$ cat src/rtl/ioshim_mem_mp_pkg.sv
// Shared types for the I/O-shim multi-port memory: clear-sequencer states and
// collision-mode encodings.
package ioshim_pkg;

    typedef enum logic {
        IDLE  = 1'b0,
        CLEAR = 1'b1
    } clr_state_e;

    // Port-2 / port-1 result when a read address matches an accepted port-1 write
    localparam bit WT_READ_FIRST = 1'b0;
    localparam bit WT_NEW_DATA   = 1'b1;

endpackage

$ cat src/rtl/ioshim_mem_mp_if.sv
// Bus bundle between the shim master / peripheral readers and the memory.
interface ioshim_mem_mp_if
#(
    parameter int NBYTES = 2,
    parameter int AW     = 11,
    parameter int NRD    = 1
);
    import ioshim_pkg::*;

    localparam int W = 8 * NBYTES;

    // No backpressure anywhere: a write or ren2 request is taken in the cycle it is
    // presented unless busy is high, and rvalid2[i] pulses once per taken ren2[i].
    logic [NBYTES-1:0]  wen1;
    logic [AW-1:0]      addr1;
    logic [W-1:0]       wdata1;
    logic [W-1:0]       rdata1;
    logic [NRD-1:0]     ren2;
    logic [NRD*AW-1:0]  addr2;
    logic [NRD*W-1:0]   rdata2;
    logic [NRD-1:0]     rvalid2;
    logic               clear_req;
    logic               busy;
    clr_state_e         clr_state;

    modport master (
        output wen1, addr1, wdata1, ren2, addr2, clear_req,
        input  rdata1, rdata2, rvalid2, busy, clr_state
    );

    modport slave (
        input  wen1, addr1, wdata1, ren2, addr2, clear_req,
        output rdata1, rdata2, rvalid2, busy, clr_state
    );

endinterface

$ cat src/rtl/ioshim_mem_mp_clr.sv
// Clear sequencer: walks every word address once, emitting a zero-write strobe,
// and holds busy high for exactly MEMSIZE cycles.
module ioshim_mem_clr
    import ioshim_pkg::*;
#(
    parameter int MEMSIZE      = 128,
    parameter int CW           = 7,
    parameter bit CLR_ON_RESET = 1'b0
) (
    input  logic          clk,
    input  logic          resetn,
    input  logic          clear_req_i,
    output logic          busy_o,
    output logic          clr_we_o,
    output logic [CW-1:0] clr_addr_o,
    output clr_state_e    state_o
);

    localparam logic [CW-1:0] LAST = CW'(MEMSIZE - 1);

    clr_state_e    state_q;
    logic [CW-1:0] cnt_q;
    logic          busy_q;

    always_ff @(posedge clk) begin
        if (!resetn) begin
            state_q <= CLR_ON_RESET ? CLEAR : IDLE;
            cnt_q   <= '0;
            busy_q  <= CLR_ON_RESET;
        end else begin
            case (state_q)
                IDLE: begin
                    if (clear_req_i) begin
                        state_q <= CLEAR;
                        busy_q  <= 1'b1;
                    end
                end
                CLEAR: begin
                    if (cnt_q == LAST) begin
                        state_q <= IDLE;
                        busy_q  <= 1'b0;
                        cnt_q   <= '0;
                    end else begin
                        cnt_q <= cnt_q + CW'(1);
                    end
                end
                default: begin
                    state_q <= IDLE;
                    busy_q  <= 1'b0;
                    cnt_q   <= '0;
                end
            endcase
        end
    end

    assign busy_o     = busy_q;
    assign clr_we_o   = busy_q;
    assign clr_addr_o = cnt_q;
    assign state_o    = state_q;

endmodule

$ cat src/rtl/ioshim_mem_mp.sv
// Multi-port shim memory: byte-masked read/write port 1, NRD read-only channels on
// port 2, selectable collision bypass, optional output register and clear sequencer.
module ioshim_mem_mp
    import ioshim_pkg::*;
#(
    parameter int NBYTES        = 2,
    parameter int MEMSIZE       = 128,
    parameter int AW            = 11,
    parameter int NRD           = 1,
    parameter bit OUTREG        = 1'b0,
    parameter bit WRITE_THROUGH = 1'b0,
    parameter bit CLR_ON_RESET  = 1'b0
) (
    input logic           clk,
    input logic           resetn,
    ioshim_mem_mp_if.slave bus
);

    localparam int W    = 8 * NBYTES;
    localparam int IW   = (MEMSIZE > 1) ? $clog2(MEMSIZE) : 1;
    localparam bit MODE = WRITE_THROUGH ? WT_NEW_DATA : WT_READ_FIRST;

    logic [W-1:0]      mem_q [MEMSIZE];
    logic              busy;
    logic              clr_we;
    logic [IW-1:0]     clr_addr;
    clr_state_e        clr_state;
    logic [NBYTES-1:0] user_be;
    logic [W-1:0]      rd1_d, rd1_q;
    logic [NRD*W-1:0]  rd2_d, rd2_q;
    logic [NRD-1:0]    vld_q;

    function automatic logic in_range(input logic [AW-1:0] a);
        return {1'b0, a} < (AW+1)'(MEMSIZE);
    endfunction

    // Out-of-range reads see zero; in write-through mode accepted bytes bypass the array.
    function automatic logic [W-1:0] read_word(input logic [W-1:0] stored,
                                               input logic [AW-1:0] a,
                                               input logic [AW-1:0] wa,
                                               input logic [NBYTES-1:0] be,
                                               input logic [W-1:0] wd);
        logic [W-1:0] w;
        w = stored;
        if (MODE == WT_NEW_DATA && a == wa) begin
            for (int b = 0; b < NBYTES; b++) begin
                if (be[b]) w[b*8 +: 8] = wd[b*8 +: 8];
            end
        end
        if (!in_range(a)) w = '0;
        return w;
    endfunction

    ioshim_mem_clr #(
        .MEMSIZE      (MEMSIZE),
        .CW           (IW),
        .CLR_ON_RESET (CLR_ON_RESET)
    ) u_clr (
        .clk         (clk),
        .resetn      (resetn),
        .clear_req_i (bus.clear_req),
        .busy_o      (busy),
        .clr_we_o    (clr_we),
        .clr_addr_o  (clr_addr),
        .state_o     (clr_state)
    );

    assign bus.busy      = busy;
    assign bus.clr_state = clr_state;

    assign user_be = (!busy && in_range(bus.addr1)) ? bus.wen1 : '0;

    // Reset never touches the array; the clear sequencer owns it while busy.
    always_ff @(posedge clk) begin
        if (resetn) begin
            if (clr_we) begin
                mem_q[clr_addr] <= '0;
            end else begin
                for (int b = 0; b < NBYTES; b++) begin
                    if (user_be[b]) mem_q[bus.addr1[IW-1:0]][b*8 +: 8] <= bus.wdata1[b*8 +: 8];
                end
            end
        end
    end

    always_comb begin
        rd1_d = read_word(mem_q[bus.addr1[IW-1:0]], bus.addr1, bus.addr1, user_be, bus.wdata1);
        rd2_d = '0;
        for (int i = 0; i < NRD; i++) begin
            rd2_d[i*W +: W] = read_word(mem_q[bus.addr2[i*AW +: IW]], bus.addr2[i*AW +: AW],
                                        bus.addr1, user_be, bus.wdata1);
        end
    end

    always_ff @(posedge clk) begin
        if (!resetn) begin
            rd1_q <= '0;
            rd2_q <= '0;
            vld_q <= '0;
        end else begin
            if (!busy) rd1_q <= rd1_d;
            for (int i = 0; i < NRD; i++) begin
                if (bus.ren2[i] && !busy) rd2_q[i*W +: W] <= rd2_d[i*W +: W];
            end
            vld_q <= bus.ren2 & {NRD{!busy}};
        end
    end

    // The second stage copies unconditionally so reads taken before busy still drain.
    if (OUTREG) begin : g_outreg
        logic [W-1:0]     out1_q;
        logic [NRD*W-1:0] out2_q;
        logic [NRD-1:0]   vld2_q;

        always_ff @(posedge clk) begin
            if (!resetn) begin
                out1_q <= '0;
                out2_q <= '0;
                vld2_q <= '0;
            end else begin
                out1_q <= rd1_q;
                for (int i = 0; i < NRD; i++) begin
                    if (vld_q[i]) out2_q[i*W +: W] <= rd2_q[i*W +: W];
                end
                vld2_q <= vld_q;
            end
        end

        assign bus.rdata1  = out1_q;
        assign bus.rdata2  = out2_q;
        assign bus.rvalid2 = vld2_q;
    end else begin : g_direct
        assign bus.rdata1  = rd1_q;
        assign bus.rdata2  = rd2_q;
        assign bus.rvalid2 = vld_q;
    end

endmodule

$ cat src/flat_wrapper.sv
// flat-port wrapper written by rule: the top's interface ports become plain ports
module ioshim_mem_mp_flat import ioshim_pkg::*;
#(
    parameter int NBYTES        = 2,
    parameter int MEMSIZE       = 128,
    parameter int AW            = 11,
    parameter int NRD           = 1,
    parameter bit OUTREG        = 1'b0,
    parameter bit WRITE_THROUGH = 1'b0,
    parameter bit CLR_ON_RESET  = 1'b0
)
  (clk, resetn, bus_wen1, bus_addr1, bus_wdata1, bus_ren2, bus_addr2, bus_clear_req, bus_rdata1, bus_rdata2, bus_rvalid2, bus_busy, bus_clr_state);
  ioshim_mem_mp_if #(.NBYTES(NBYTES), .AW(AW), .NRD(NRD)) bus_i ();
  input logic clk;
  input logic resetn;
  input wire logic [$bits(bus_i.wen1)-1:0] bus_wen1;
  input wire logic [$bits(bus_i.addr1)-1:0] bus_addr1;
  input wire logic [$bits(bus_i.wdata1)-1:0] bus_wdata1;
  input wire logic [$bits(bus_i.ren2)-1:0] bus_ren2;
  input wire logic [$bits(bus_i.addr2)-1:0] bus_addr2;
  input wire logic [$bits(bus_i.clear_req)-1:0] bus_clear_req;
  output wire logic [$bits(bus_i.rdata1)-1:0] bus_rdata1;
  output wire logic [$bits(bus_i.rdata2)-1:0] bus_rdata2;
  output wire logic [$bits(bus_i.rvalid2)-1:0] bus_rvalid2;
  output wire logic [$bits(bus_i.busy)-1:0] bus_busy;
  output wire logic [$bits(bus_i.clr_state)-1:0] bus_clr_state;
  assign bus_i.wen1 = bus_wen1;
  assign bus_i.addr1 = bus_addr1;
  assign bus_i.wdata1 = bus_wdata1;
  assign bus_i.ren2 = bus_ren2;
  assign bus_i.addr2 = bus_addr2;
  assign bus_i.clear_req = bus_clear_req;
  assign bus_rdata1 = bus_i.rdata1;
  assign bus_rdata2 = bus_i.rdata2;
  assign bus_rvalid2 = bus_i.rvalid2;
  assign bus_busy = bus_i.busy;
  assign bus_clr_state = bus_i.clr_state;
  ioshim_mem_mp #(.NBYTES(NBYTES), .MEMSIZE(MEMSIZE), .AW(AW), .NRD(NRD), .OUTREG(OUTREG), .WRITE_THROUGH(WRITE_THROUGH), .CLR_ON_RESET(CLR_ON_RESET)) u_core (.clk(clk), .resetn(resetn), .bus(bus_i));
endmodule
$ cat config.mk
export PLATFORM = sky130hd
export DESIGN_NAME = ioshim_mem_mp_flat
export DESIGN_NICKNAME = d
export VERILOG_FILES = /design/src/rtl/ioshim_mem_mp_pkg.sv /design/src/rtl/ioshim_mem_mp_if.sv /design/src/rtl/ioshim_mem_mp_clr.sv /design/src/rtl/ioshim_mem_mp.sv /design/src/flat_wrapper.sv
export SDC_FILE = /design/constraint.sdc
export NUM_CORES = 2
export LEC_CHECK = 0
export CORE_MARGIN = 1
export CORE_UTILIZATION = 51
export DETAILED_ROUTE_END_ITERATION = 12
export GPL_ROUTABILITY_DRIVEN = 0
export PLACE_DENSITY_LB_ADDON = 0.1
export SLEW_MARGIN = 20
export SYNTH_ARGS = -nofsm -noshare
export SYNTH_HDL_FRONTEND = slang
export SYNTH_SLANG_ARGS = --single-unit
$ cat constraint.sdc
create_clock -name clk -period 4.2 [get_ports clk]
set_clock_uncertainty 0.05 [all_clocks]
set_input_delay 0.84 -clock clk [delete_from_list [all_inputs] [get_ports clk]]
set_output_delay 0.84 -clock clk [all_outputs]
set_load 0.02 [all_outputs]
==> out/metrics.yaml <==
antenna_found_initial: 10
instances_no_fill: 8232
coreArea_mm2: 0.188
crit_slowest_cell: "or3_1"
grt_use_met2: 0.494
reg2reg_slack_ns: 0.74
grt_pass1_wl_mm: 439
antenna_left: 0
reg2reg_depth: 6
io_pins: 79
drt_iter0_drc: 8026
path_delay_family: "simple AND/OR/NAND/NOR gates"
multiInputGateArea_mm2: 0.0324
synth_cell_type_count: 57
wire_per_inst_um: 37.8
cts_buffers: 214
fin_total_pwr_mw: 45.8
status: "completed"
cts.sinks: 2090
period_minus_slack_ns: 3.58
postCtsHoldBufs: 0
hold_viol_final: 0
seq_area_mm2: 0.0623
nets: 5593
cts_buffer_depth: 3
async_flop_share: 0
cts_max_level: 4
clk_pin_slew_worst_paths_ns: 0.06
final_common_cell: "edfxtp_1"
arrival_ns: 4.33
whs_path_depth: 2
synth_top_area_frac: 0.636
p_per_area_mw_per_mm2: 411
die-height_um: 438
syn_area_mm2: 0.0968
p_leak_nw: 35.5
n_fill_cell: 14000
utilization: 0.592
final_cell_mix: "edfxtp_1, mux4_2, buf_4, nor2_1, a22oi_1"
critPathMaxStageDelay_ns: 0.94
setup_viol: 0
slew_headroom: 0.130
cts_setup_buffers: 0
use_met3: 0.0681
period_share: 0.853
cts_resized: 0
critPathKind: "input pin to flop"
setup.worst_path.end_class: "flop"
cp.required_ns: 4.95
drtPass1Iterations: 6
dp.cells: 7827
crit_buf_inv: 2
totalWireLength_mm: 311
cts_root_buf: "clkbuf_16"
cts_tree: "yes"
clkLatencyLatePin_ns: 0.89
io_buffers: 78
dpl.hpwl_mm: 209
max_freq_mhz: 279
synth_ff_type: "edfxtp_1"
start_kind: "input pin"
slew_violations: 0
start_util: 0.514
ys.warnings.count: 0
routed_via_density: 7.06
synth_edf_count: 2048
fp.dieW_um: 438
hp-class: "flop to flop"
grt.overflow.total: 0
r2r-end: "u_core.bus.rdata2[11]$_SDFFE_PN0P_"
syn_nets: 5200
track_usage: 0.326
ys_ff_latch: 2090
yosys.area.top_type: "edfxtp_1"
ir_drop_mv: 0.363
cp.depth: 7
path_max_fanout: 14
dieArea_mm2: 0.191
place_ws_ns: -0.0513
avgSynthCellArea_um2: 18.8
synth_area_leaders: "edfxtp_1, mux4_2, mux2i_1"
setup_slack_ns: 0.617
drive_above_1_share: 0.331
area_growth_pct: 15.2
worst_pin_slew_ns: 1.27
met1_usage: 0.467
rr_startpoint: "u_core.u_clr.busy_o$_SDFFE_PN0P_"
grt_pass1_vias: 57200
crit_start: "resetn"
syn_inst: 5155
num_rows: 159
max_cap_violations: 0
rsz0062_at_grt: "false"
crit_end: "u_core.bus.rdata2[11]$_SDFFE_PN0P_"
ys_seq_area_frac: 0.644
grt_max_degree: 94
crit_chain: "clkdlybuf4s50_1, buf_4, nand3b_1, or3_1, nor3_1, o21bai_1, a21oi_1"
vias: 58100
post-route-drc-count: 0
top_usage_layer: "met2"
[worst min path at each step]
stage	from	to	slack (ns)
finish	u_core.bus.rdata1[15]$_SDFFE_PN0N_	u_core.bus.rdata1[15]$_SDFFE_PN0N_	0.48
global route	bus_clear_req	u_core.u_clr.state_o$_SDFF_PN0_	0.53
CTS	bus_clear_req	u_core.u_clr.state_o$_SDFF_PN0_	0.47
detailed placement	u_core.bus.rdata1[15]$_SDFFE_PN0N_	u_core.bus.rdata1[15]$_SDFFE_PN0N_	0.48
global placement	u_core.bus.rdata1[15]$_SDFFE_PN0N_	u_core.bus.rdata1[15]$_SDFFE_PN0N_	0.49
floorplan	u_core.u_clr.clr_addr_o[5]$_SDFFE_PN0P_	u_core.u_clr.clr_addr_o[5]$_SDFFE_PN0P_	0.51
[worst min-delay path: stages, from the launching register on]
cell and delay (ns):
dfxtp_1 0.36, a21oi_1 0.07, nand3_1 0.07
[stage by stage]
step	area, um^2	hold slack, ns	setup TNS (ns)
3_5_place_dp	104000	0.485	-1.94
5_1_grt	111000	0.527	0
3_3_place_gp	104000	0.490	-2.60
6_report	111000	0.484	0
2_1_floorplan	96800	0.514	0
4_1_cts	111000	0.475	0
[synth_stat cells, types with 15 or more instances]
cell       count
nor3b_1       16
a221oi_2      16
and2_1        20
nor2b_1       25
a22oi_1      269
mux2i_1      253
a2111oi_0     15
nor3_1        59
buf_2        111
nand2b_1      38
o22ai_1       64
buf_1         34
nor2_1       277
o221ai_1      68
buf_4         43
a31oi_1       30
nand3_1       51
mux4_2       947
clkbuf_1     220
edfxtp_1    2048
or2_2         18
nand2_1      124
o31ai_1       16
dfxtp_1       42
or3_1         18
a21oi_1      193
buf_6         26
o21ai_0       15
[area by class of cell]
cell class / instances / share of cell area
clock inverters: 137 / 0.0140
inverters: 5 / 0.000213
repair buffers: 611 / 0.0564
clock buffers: 266 / 0.0516
diodes: 2 / 0.0000449
flip-flops and latches: 2090 / 0.559
well taps: 2495 / 0.0280
multi-input cells: 2626 / 0.291
[logic make-up (layout without fill, tap and decap cells)]
family,after synthesis,count (layout),synth area share
multiplexers,1200,1200,0.247
XOR/XNOR,6,6,0.000543
adder cells (fa/ha/maj),1,1,0.000129
AO/OA/AOI/OAI,752,752,0.0544
flip-flops,2090,2090,0.644
AND/OR/NAND/NOR,667,667,0.0318
buffers and inverters,439,1019,0.0222
other,0,2,0
[report_power, final]
part           leakage, nW  total (mW)  switching [mW]  internal (mW)
Clock                 3.56        19.9            8.26           11.7
Sequential            18.8        22.6          0.0226           22.6
Combinational         13.1        3.31            1.92           1.39
Total                 35.5        45.8            10.2           35.6
[per-layer routing]
metal / share of wire / vias up
met5: 0.00022 / -
met4: 0.043 / 10
met3: 0.10 / 550
met2: 0.46 / 3736
met1: 0.39 / 30900
li1: - / 22900
[registers in the layout, summed over array words and instances, names as in the netlist]
signal,flops
u_core.mem_q,2048
u_core.bus.rdata1,16
u_core.bus.rdata2,16
u_core.u_clr.clr_addr_o,7
u_core.bus.rvalid2,1
u_core.u_clr.busy_o,1
u_core.u_clr.state_o,1
Power figures use the tool's default switching activity.
